$ cat config.mk
export PLATFORM = sky130hd
export DESIGN_NAME = decode_fwd_ctrl_flat
export DESIGN_NICKNAME = d
export VERILOG_FILES = /design/src/rtl/y86_pkg.sv /design/src/rtl/decode_fwd_ctrl_if.sv /design/src/rtl/fwd_mux.sv /design/src/rtl/decode_fwd_ctrl.sv /design/src/flat_wrapper.sv
export SDC_FILE = /design/constraint.sdc
export NUM_CORES = 1
export LEC_CHECK = 0
export BUFFER_PORTS_ARGS = -buffer_cell sky130_fd_sc_hd__buf_2
export CORE_AREA = 2 2 276 278
export DETAILED_ROUTE_END_ITERATION = 7
export DIE_AREA = 0 0 278 280
export GPL_TIMING_DRIVEN = 0
export HOLD_SLACK_MARGIN = 0.05
export MAX_ROUTING_LAYER = met4
export PLACE_DENSITY = 0.3
export SETUP_SLACK_MARGIN = 0.2
export SKIP_LAST_GASP = 1
export SLEW_MARGIN = 20
export SYNTH_ARGS = -nofsm -noshare
export SYNTH_HDL_FRONTEND = slang
export SYNTH_SLANG_ARGS = --single-unit
$ cat constraint.sdc
create_clock -name clk -period 4.08 [get_ports clk]
set_input_delay 1.02 -clock clk [delete_from_list [all_inputs] [get_ports clk]]
set_output_delay 1.02 -clock clk [all_outputs]
set_load 0.01 [all_outputs]
$ cat src/rtl/y86_pkg.sv
// Shared Y86-64 definitions for the decode stage: instruction codes, register IDs,
// the D-register field bundle and the decode FSM state type.
package y86_pkg;

  localparam logic [3:0] I_HALT   = 4'h0;
  localparam logic [3:0] I_NOP    = 4'h1;
  localparam logic [3:0] I_RRMOVQ = 4'h2;
  localparam logic [3:0] I_IRMOVQ = 4'h3;
  localparam logic [3:0] I_RMMOVQ = 4'h4;
  localparam logic [3:0] I_MRMOVQ = 4'h5;
  localparam logic [3:0] I_OPQ    = 4'h6;
  localparam logic [3:0] I_JXX    = 4'h7;
  localparam logic [3:0] I_CALL   = 4'h8;
  localparam logic [3:0] I_RET    = 4'h9;
  localparam logic [3:0] I_PUSHQ  = 4'hA;
  localparam logic [3:0] I_POPQ   = 4'hB;

  localparam logic [3:0] RSP   = 4'h4;
  localparam logic [3:0] RNONE = 4'hF;

  // valP lives beside this struct because its width is a per-instance parameter
  typedef struct packed {
    logic [3:0] icode;
    logic [3:0] ra;
    logic [3:0] rb;
  } d_reg_t;

  localparam d_reg_t D_BUBBLE = '{icode: I_NOP, ra: RNONE, rb: RNONE};

  typedef enum logic {
    ST_RUN = 1'b0,
    ST_RET = 1'b1
  } state_e;

  function automatic logic is_load(input logic [3:0] icode);
    return (icode == I_MRMOVQ) || (icode == I_POPQ);
  endfunction

  // RNONE is never a real producer, so it can never match
  function automatic logic reg_match(input logic [3:0] src, input logic [3:0] dst);
    return (src != RNONE) && (src == dst);
  endfunction

endpackage

$ cat src/rtl/decode_fwd_ctrl_if.sv
// Signal bundle between the decode stage and its neighbours (fetch, register file,
// execute/memory/write-back forwarding sources, E register).
interface decode_fwd_ctrl_if #(
  parameter int WIDTH = 64
);
  logic [3:0]       f_icode;
  logic [3:0]       f_rA;
  logic [3:0]       f_rB;
  logic [WIDTH-1:0] f_valP;

  logic [3:0]       rf_srcA;
  logic [3:0]       rf_srcB;
  logic [WIDTH-1:0] rf_valA;
  logic [WIDTH-1:0] rf_valB;

  logic [3:0]       E_icode;
  logic [3:0]       E_dstM;
  logic             e_mispredict;

  logic [3:0]       e_dstE;
  logic [WIDTH-1:0] e_valE;
  logic [3:0]       M_dstE;
  logic [WIDTH-1:0] M_valE;
  logic [3:0]       M_dstM;
  logic [WIDTH-1:0] m_valM;
  logic [3:0]       W_dstE;
  logic [WIDTH-1:0] W_valE;
  logic [3:0]       W_dstM;
  logic [WIDTH-1:0] W_valM;

  logic [3:0]       D_icode;
  logic [3:0]       d_srcA;
  logic [3:0]       d_srcB;
  logic [3:0]       d_dstE;
  logic [3:0]       d_dstM;
  logic [WIDTH-1:0] d_valA;
  logic [WIDTH-1:0] d_valB;

  logic             f_stall;
  logic             d_bubble;

  modport slave (
    input  f_icode, f_rA, f_rB, f_valP,
    output rf_srcA, rf_srcB,
    input  rf_valA, rf_valB,
    input  E_icode, E_dstM, e_mispredict,
    input  e_dstE, e_valE, M_dstE, M_valE, M_dstM, m_valM,
    input  W_dstE, W_valE, W_dstM, W_valM,
    output D_icode, d_srcA, d_srcB, d_dstE, d_dstM, d_valA, d_valB,
    output f_stall, d_bubble
  );

  modport master (
    output f_icode, f_rA, f_rB, f_valP,
    input  rf_srcA, rf_srcB,
    output rf_valA, rf_valB,
    output E_icode, E_dstM, e_mispredict,
    output e_dstE, e_valE, M_dstE, M_valE, M_dstM, m_valM,
    output W_dstE, W_valE, W_dstM, W_valM,
    input  D_icode, d_srcA, d_srcB, d_dstE, d_dstM, d_valA, d_valB,
    input  f_stall, d_bubble
  );
endinterface

$ cat src/rtl/fwd_mux.sv
// Priority operand select for one decode source; DECODE_FWD_EN enables the
// pipeline forwarding terms, otherwise only valP / register-file data are used.
module fwd_mux
  import y86_pkg::*;
#(
  parameter int WIDTH = 64
) (
  input  logic             en_valp,
  input  logic [3:0]       icode,
  input  logic [WIDTH-1:0] valp,
  input  logic [3:0]       src,
  input  logic [3:0]       e_dstE,
  input  logic [WIDTH-1:0] e_valE,
  input  logic [3:0]       M_dstM,
  input  logic [WIDTH-1:0] m_valM,
  input  logic [3:0]       M_dstE,
  input  logic [WIDTH-1:0] M_valE,
  input  logic [3:0]       W_dstM,
  input  logic [WIDTH-1:0] W_valM,
  input  logic [3:0]       W_dstE,
  input  logic [WIDTH-1:0] W_valE,
  input  logic [WIDTH-1:0] rf_val,
  output logic [WIDTH-1:0] val
);

  logic use_valp;
  assign use_valp = en_valp && ((icode == I_JXX) || (icode == I_CALL));

`ifdef DECODE_FWD_EN
  // youngest producer wins; memory load result beats the ALU result in M
  always_comb begin
    val = rf_val;
    if (use_valp)                     val = valp;
    else if (reg_match(src, e_dstE))  val = e_valE;
    else if (reg_match(src, M_dstM))  val = m_valM;
    else if (reg_match(src, M_dstE))  val = M_valE;
    else if (reg_match(src, W_dstM))  val = W_valM;
    else if (reg_match(src, W_dstE))  val = W_valE;
  end
`else
  always_comb begin
    val = rf_val;
    if (use_valp) val = valp;
  end

  logic fwd_unused;
  assign fwd_unused = ^{src, e_dstE, e_valE, M_dstM, m_valM, M_dstE, M_valE,
                        W_dstM, W_valM, W_dstE, W_valE};
`endif

endmodule

$ cat src/rtl/decode_fwd_ctrl.sv
// Y86-64 decode stage: D register, register-ID decode, operand forwarding and
// load-use / ret / mispredict control. DECODE_FWD_EN selects forwarding vs interlock-only.
//
//   state  | meaning
//   RUN    | normal decode, D loads from fetch unless stalled
//   RET    | ret left decode; D fed bubbles while cnt counts down
module decode_fwd_ctrl
  import y86_pkg::*;
#(
  parameter int WIDTH       = 64,
  parameter int RET_BUBBLES = 3
) (
  input  logic        clk,
  input  logic        reset,
  decode_fwd_ctrl_if.slave bus
);

  localparam int CNT_W = $clog2(RET_BUBBLES + 1);
  localparam logic [CNT_W-1:0] CNT_START = CNT_W'(RET_BUBBLES - 1);
  localparam logic [CNT_W-1:0] CNT_ONE   = CNT_W'(1);

  d_reg_t           d_q;
  logic [WIDTH-1:0] d_valp;
  state_e           state;
  logic [CNT_W-1:0] cnt;

  logic [3:0] src_a, src_b, dst_e, dst_m;

  always_comb begin
    src_a = RNONE;
    src_b = RNONE;
    dst_e = RNONE;
    dst_m = RNONE;
    case (d_q.icode)
      I_RRMOVQ, I_RMMOVQ, I_OPQ, I_PUSHQ: src_a = d_q.ra;
      I_RET, I_POPQ:                      src_a = RSP;
      default:                            src_a = RNONE;
    endcase
    case (d_q.icode)
      I_RMMOVQ, I_MRMOVQ, I_OPQ:          src_b = d_q.rb;
      I_CALL, I_RET, I_PUSHQ, I_POPQ:     src_b = RSP;
      default:                            src_b = RNONE;
    endcase
    case (d_q.icode)
      I_RRMOVQ, I_IRMOVQ, I_OPQ:          dst_e = d_q.rb;
      I_CALL, I_RET, I_PUSHQ, I_POPQ:     dst_e = RSP;
      default:                            dst_e = RNONE;
    endcase
    case (d_q.icode)
      I_MRMOVQ, I_POPQ:                   dst_m = d_q.ra;
      default:                            dst_m = RNONE;
    endcase
  end

  logic load_use, data_stall;
  assign load_use = is_load(bus.E_icode) && (bus.E_dstM != RNONE) &&
                    ((bus.E_dstM == src_a) || (bus.E_dstM == src_b));

`ifdef DECODE_FWD_EN
  assign data_stall = load_use;
`else
  // without forwarding, any in-flight writer of a source blocks decode
  logic hit_a, hit_b;
  assign hit_a = reg_match(src_a, bus.e_dstE) || reg_match(src_a, bus.M_dstE) ||
                 reg_match(src_a, bus.M_dstM) || reg_match(src_a, bus.W_dstE) ||
                 reg_match(src_a, bus.W_dstM);
  assign hit_b = reg_match(src_b, bus.e_dstE) || reg_match(src_b, bus.M_dstE) ||
                 reg_match(src_b, bus.M_dstM) || reg_match(src_b, bus.W_dstE) ||
                 reg_match(src_b, bus.W_dstM);
  assign data_stall = load_use || hit_a || hit_b;
`endif

  logic hold_d, ret_start, in_ret;
  assign hold_d    = !bus.e_mispredict && data_stall;
  assign ret_start = !bus.e_mispredict && !data_stall && (state == ST_RUN) &&
                     (d_q.icode == I_RET);
  assign in_ret    = !bus.e_mispredict && !data_stall && (state == ST_RET);

  always_ff @(posedge clk) begin
    if (reset) begin
      d_q    <= D_BUBBLE;
      d_valp <= '0;
      state  <= ST_RUN;
      cnt    <= '0;
    end else if (bus.e_mispredict) begin
      d_q    <= D_BUBBLE;
      d_valp <= '0;
      state  <= ST_RUN;
      cnt    <= '0;
    end else if (data_stall) begin
      d_q    <= d_q;
      d_valp <= d_valp;
    end else if (state == ST_RUN && d_q.icode == I_RET) begin
      d_q    <= D_BUBBLE;
      d_valp <= '0;
      if (RET_BUBBLES > 1) begin
        state <= ST_RET;
        cnt   <= CNT_START;
      end
    end else if (state == ST_RET) begin
      d_q    <= D_BUBBLE;
      d_valp <= '0;
      if (cnt <= CNT_ONE) begin
        state <= ST_RUN;
        cnt   <= '0;
      end else begin
        cnt <= cnt - CNT_ONE;
      end
    end else begin
      d_q    <= '{icode: bus.f_icode, ra: bus.f_rA, rb: bus.f_rB};
      d_valp <= bus.f_valP;
    end
  end

  logic [WIDTH-1:0] val_a, val_b;

  fwd_mux #(.WIDTH(WIDTH)) u_fwd_a (
    .en_valp (1'b1),
    .icode   (d_q.icode),
    .valp    (d_valp),
    .src     (src_a),
    .e_dstE  (bus.e_dstE),
    .e_valE  (bus.e_valE),
    .M_dstM  (bus.M_dstM),
    .m_valM  (bus.m_valM),
    .M_dstE  (bus.M_dstE),
    .M_valE  (bus.M_valE),
    .W_dstM  (bus.W_dstM),
    .W_valM  (bus.W_valM),
    .W_dstE  (bus.W_dstE),
    .W_valE  (bus.W_valE),
    .rf_val  (bus.rf_valA),
    .val     (val_a)
  );

  fwd_mux #(.WIDTH(WIDTH)) u_fwd_b (
    .en_valp (1'b0),
    .icode   (d_q.icode),
    .valp    (d_valp),
    .src     (src_b),
    .e_dstE  (bus.e_dstE),
    .e_valE  (bus.e_valE),
    .M_dstM  (bus.M_dstM),
    .m_valM  (bus.m_valM),
    .M_dstE  (bus.M_dstE),
    .M_valE  (bus.M_valE),
    .W_dstM  (bus.W_dstM),
    .W_valM  (bus.W_valM),
    .W_dstE  (bus.W_dstE),
    .W_valE  (bus.W_valE),
    .rf_val  (bus.rf_valB),
    .val     (val_b)
  );

  assign bus.D_icode  = d_q.icode;
  assign bus.d_srcA   = src_a;
  assign bus.d_srcB   = src_b;
  assign bus.d_dstE   = dst_e;
  assign bus.d_dstM   = dst_m;
  assign bus.rf_srcA  = src_a;
  assign bus.rf_srcB  = src_b;
  assign bus.d_valA   = val_a;
  assign bus.d_valB   = val_b;
  assign bus.f_stall  = hold_d || ret_start || in_ret;
  assign bus.d_bubble = hold_d;

endmodule

$ cat src/flat_wrapper.sv
// flat-port wrapper written by rule: the top's interface ports become plain ports
module decode_fwd_ctrl_flat import y86_pkg::*;
#(
  parameter int WIDTH       = 64,
  parameter int RET_BUBBLES = 3
)
  (clk, reset, bus_f_icode, bus_f_rA, bus_f_rB, bus_f_valP, bus_rf_srcA, bus_rf_srcB, bus_rf_valA, bus_rf_valB, bus_E_icode, bus_E_dstM, bus_e_mispredict, bus_e_dstE, bus_e_valE, bus_M_dstE, bus_M_valE, bus_M_dstM, bus_m_valM, bus_W_dstE, bus_W_valE, bus_W_dstM, bus_W_valM, bus_D_icode, bus_d_srcA, bus_d_srcB, bus_d_dstE, bus_d_dstM, bus_d_valA, bus_d_valB, bus_f_stall, bus_d_bubble);
  decode_fwd_ctrl_if #(.WIDTH(WIDTH)) bus_i ();
  input  logic clk;
  input  logic reset;
  input wire logic [$bits(bus_i.f_icode)-1:0] bus_f_icode;
  input wire logic [$bits(bus_i.f_rA)-1:0] bus_f_rA;
  input wire logic [$bits(bus_i.f_rB)-1:0] bus_f_rB;
  input wire logic [$bits(bus_i.f_valP)-1:0] bus_f_valP;
  output wire logic [$bits(bus_i.rf_srcA)-1:0] bus_rf_srcA;
  output wire logic [$bits(bus_i.rf_srcB)-1:0] bus_rf_srcB;
  input wire logic [$bits(bus_i.rf_valA)-1:0] bus_rf_valA;
  input wire logic [$bits(bus_i.rf_valB)-1:0] bus_rf_valB;
  input wire logic [$bits(bus_i.E_icode)-1:0] bus_E_icode;
  input wire logic [$bits(bus_i.E_dstM)-1:0] bus_E_dstM;
  input wire logic [$bits(bus_i.e_mispredict)-1:0] bus_e_mispredict;
  input wire logic [$bits(bus_i.e_dstE)-1:0] bus_e_dstE;
  input wire logic [$bits(bus_i.e_valE)-1:0] bus_e_valE;
  input wire logic [$bits(bus_i.M_dstE)-1:0] bus_M_dstE;
  input wire logic [$bits(bus_i.M_valE)-1:0] bus_M_valE;
  input wire logic [$bits(bus_i.M_dstM)-1:0] bus_M_dstM;
  input wire logic [$bits(bus_i.m_valM)-1:0] bus_m_valM;
  input wire logic [$bits(bus_i.W_dstE)-1:0] bus_W_dstE;
  input wire logic [$bits(bus_i.W_valE)-1:0] bus_W_valE;
  input wire logic [$bits(bus_i.W_dstM)-1:0] bus_W_dstM;
  input wire logic [$bits(bus_i.W_valM)-1:0] bus_W_valM;
  output wire logic [$bits(bus_i.D_icode)-1:0] bus_D_icode;
  output wire logic [$bits(bus_i.d_srcA)-1:0] bus_d_srcA;
  output wire logic [$bits(bus_i.d_srcB)-1:0] bus_d_srcB;
  output wire logic [$bits(bus_i.d_dstE)-1:0] bus_d_dstE;
  output wire logic [$bits(bus_i.d_dstM)-1:0] bus_d_dstM;
  output wire logic [$bits(bus_i.d_valA)-1:0] bus_d_valA;
  output wire logic [$bits(bus_i.d_valB)-1:0] bus_d_valB;
  output wire logic [$bits(bus_i.f_stall)-1:0] bus_f_stall;
  output wire logic [$bits(bus_i.d_bubble)-1:0] bus_d_bubble;
  assign bus_i.f_icode = bus_f_icode;
  assign bus_i.f_rA = bus_f_rA;
  assign bus_i.f_rB = bus_f_rB;
  assign bus_i.f_valP = bus_f_valP;
  assign bus_rf_srcA = bus_i.rf_srcA;
  assign bus_rf_srcB = bus_i.rf_srcB;
  assign bus_i.rf_valA = bus_rf_valA;
  assign bus_i.rf_valB = bus_rf_valB;
  assign bus_i.E_icode = bus_E_icode;
  assign bus_i.E_dstM = bus_E_dstM;
  assign bus_i.e_mispredict = bus_e_mispredict;
  assign bus_i.e_dstE = bus_e_dstE;
  assign bus_i.e_valE = bus_e_valE;
  assign bus_i.M_dstE = bus_M_dstE;
  assign bus_i.M_valE = bus_M_valE;
  assign bus_i.M_dstM = bus_M_dstM;
  assign bus_i.m_valM = bus_m_valM;
  assign bus_i.W_dstE = bus_W_dstE;
  assign bus_i.W_valE = bus_W_valE;
  assign bus_i.W_dstM = bus_W_dstM;
  assign bus_i.W_valM = bus_W_valM;
  assign bus_D_icode = bus_i.D_icode;
  assign bus_d_srcA = bus_i.d_srcA;
  assign bus_d_srcB = bus_i.d_srcB;
  assign bus_d_dstE = bus_i.d_dstE;
  assign bus_d_dstM = bus_i.d_dstM;
  assign bus_d_valA = bus_i.d_valA;
  assign bus_d_valB = bus_i.d_valB;
  assign bus_f_stall = bus_i.f_stall;
  assign bus_d_bubble = bus_i.d_bubble;
  decode_fwd_ctrl #(.WIDTH(WIDTH), .RET_BUBBLES(RET_BUBBLES)) u_core (.clk(clk), .reset(reset), .bus(bus_i));
endmodule
==> results.py <==
metrics = {
    "route": {
        "first_iter_violations": 237,
        "num_vias": 6284,
        "wire_per_inst_um": 15.3,
        "routed_via_density": 3.08,
        "drc": 0,
        "first_pass_iters": 5,
        "final_antenna_net_count": 0,
        "wirelength_mm": 31.1,
    },
    "finish": {
        "nNetsFinal": 1602,
        "fin_util": 0.124,
        "synthToLayoutAreaGrowth_pct": 67.8,
        "layout_commonest_cell": "buf_2",
        "final_cell_mix": "buf_2 (333), buf_4 (100), a21oi_1 (77), dfxtp_1 (75), nand2b_1 (71)",
        "drive_above_1_share": 0.555,
    },
    "grt": {
        "antenna_found_initial": 16,
        "grt_pass1_wl_mm": 43.1,
        "grt_pass1_vias": 6161,
        "grtUsageTotal": 0.0796,
        "grt_max_degree": 17,
        "grt_remaining_overflow": 0,
    },
    "job": {
        "drv_cap": 0,
    },
    "power": {
        "p_leak_uw": 0.00390,
        "irDropWorstVdd_mv": 0.152,
        "powerDensity_nw_per_um2": 287,
        "total_power_uw": 2690,
    },
    "die": {
        "boundaryPins": 713,
        "initial_utilization": 0.0742,
        "die_y_um": 280,
        "die_w_um": 278,
        "dieArea_um2": 77800,
        "core_um2": 75200,
        "num_rows": 101,
    },
    "timing": {
        "final_hold_viol_count": 0,
        "min_period_ns": 3.90,
        "setup-violations-final": 0,
        "holdWs_ns": 0.471,
        "final.setup.tns_ns": 0,
        "worstMarginPinSlew_ns": 0.796,
        "slew_viol_final": 0,
        "skew_ns": 0.0105,
        "layout_setup_ws_ns": 0.175,
        "max_freq_mhz": 256,
        "max_slew_margin": 0.467,
        "rsz0062_at_grt": "yes",
        "fin_crit_sh": 0.957,
    },
    "placement": {
        "io_buffers": 327,
        "hpwl_mm": 25.3,
        "dp_slack_ns": -0.808,
        "gp_congestion": 0.812,
    },
    "cts": {
        "cts_tree": "yes",
        "clkTransAtPathRegs_ns": 0.07,
        "h-tree-depth": 3,
        "clock-sinks": 79,
        "numCtsBuffers": 9,
        "root_buffer": "clkbuf_16",
        "clkLatencyLatePin_ns": 0.37,
        "clock_path_buffers": 2,
    },
    "logic_synthesis": {
        "synth_fa_ha_area_frac": 0,
        "syn_inst": 684,
        "synthTopCellsByArea": "dfxtp_1 (28%), mux2_2 (13%), buf_4 (11%), nand2b_1 (8.1%), a21oi_1 (7.4%)",
        "synth-simple-area-share": 0.226,
        "synth_area_leader_cell": "dfxtp_1",
        "synth_xor_area_frac": 0.0393,
        "synth_cell_types": 53,
        "synth-edff-count": 0,
        "synthFlopType": "dfxtp_1",
        "async_flop_share": 0,
        "yosys_warnings": 0,
        "avgSynthCellArea_um2": 8.15,
        "synthDominantCellAreaShare": 0.284,
        "yosys_register_bits": 79,
        "synth_compound_area_frac": 0.155,
        "synth_fp_nets": 1239,
        "ys_seq_area_frac": 0.284,
        "muxShareOfSynthArea": 0.138,
        "syn_area_um2": 5580,
        "synth_top_family_by_area": "simple AND/OR/NAND/NOR gates",
    },
    "setup_path": {
        "worstPathRequired_ns": 3.06,
        "start_kind": "input port",
        "arrival_ns": 2.88,
        "crit_path_end_kind": "output pin",
        "worst-path-max-fanout": 4,
        "crit_type": "in -> out",
    },
    "hold_path": {
        "hold_path_class": "reg -> reg",
    },
    "status": {
        "status": "completed",
    },
}
synth_stat cells (2+ instances only):
cell	instances
a21oi_1	82
buf_4	81
dfxtp_1	79
nand2b_1	72
nand3_1	69
mux2_2	64
clkbuf_1	29
nor2_1	22
xor2_1	20
buf_2	18
inv_1	18
nand2_1	15
nor3b_1	12
o21ai_1	9
o21ai_0	7
o22ai_1	7
o2111ai_1	6
nor4_1	5
xnor2_1	5
a31oi_1	4
and2_1	4
mux2i_1	4
nor2b_1	4
nor3_1	4
or2_2	4
a211o_1	3
a211oi_1	3
a221oi_1	3
nand4_1	3
o31ai_1	3
and2b_1	2
o32ai_1	2
critical path: stages:
cell,delay (ns)
buf_2,0.14
a222oi_1,0.35
mux2i_1,0.14
nor4_2,0.19
a211oi_2,0.09
a31oi_2,0.24
nor4_4,0.05
buf_6,0.14
buf_12,0.12
buf_12,0.13
a21oi_2,0.11
buf_2,0.15
cell families after synthesis:
logic type,after synthesis
xor gates and xnor gates,25
buffers and inverters,147
AOI/OAI and AO/OA,141
DFF,79
and+or+nand+nor,223
muxes,69
layout make-up:
| cell class | count | area [um^2] |
|---|---|---|
| clock buffers | 9 | 225 |
| well taps | 978 | 1220 |
| repair buffers | 352 | 1890 |
| flip-flops and latches | 79 | 1600 |
| inverters | 18 | 67.6 |
| fillers | 8717 | 65800 |
| diodes | 11 | 27.5 |
| clock inverters | 7 | 87.6 |
| plain buffers | 129 | 908 |
| multi-input cells | 458 | 3330 |
metrics by stage:
step           instances  instance area [um^2]
2_1_floorplan        684                  5580
3_3_place_gp        1989                  8440
3_5_place_dp        1990                  8480
4_1_cts             2020                  9160
5_1_grt             2041                  9360
6_report            2041                  9360
metal layers:
| metal | vias to the layer above | GRT usage | wire length (um) |
|---|---|---|---|
| met5 | - | - | 0 |
| met2 | 325 | 0.113 | 12800 |
| li1 | 3066 | - | - |
| met1 | 2873 | 0.106 | 15000 |
| met4 | 0 | 0.0207 | 403 |
| met3 | 20 | 0.0288 | 2980 |
sequential cells by signal, summed over array words and instances, names as in the netlist:
| register | count |
|---|---|
| u_core.bus.D_icode | 4 |
| u_core.cnt | 2 |
| u_core.d_q | 8 |
| u_core.d_valp | 64 |
| u_core.state | 1 |
report_power, final:
| group | switching (uW) | internal [uW] | total [uW] |
|---|---|---|---|
| Combinational | 489 | 429 | 918 |
| Clock | 418 | 490 | 908 |
| Sequential | 40.1 | 821 | 861 |
| Total | 947 | 1740 | 2690 |
final timing paths:
kind | slack [ns] | end | cells after the start | from
max | 0.18 | bus_f_stall | 12 | bus_W_dstM[0]
min | 0.47 | u_core.d_valp[6] | 2 | u_core.d_valp[6]
max reg2reg | 0.76 | u_core.d_valp[52] | 16 | u_core.bus.D_icode[2]
min reg2reg | 0.47 | u_core.d_valp[6] | 2 | u_core.d_valp[6]
what timing repair did:
action | in CTS | in global routing
pin swaps | 11 | 9
setup buffers | 14 | 10
setup endpoints to repair | 52 | 34
hold buffers | 0 | 0
gates resized for setup | 66 | 24
(Power assumes the default switching activity.)
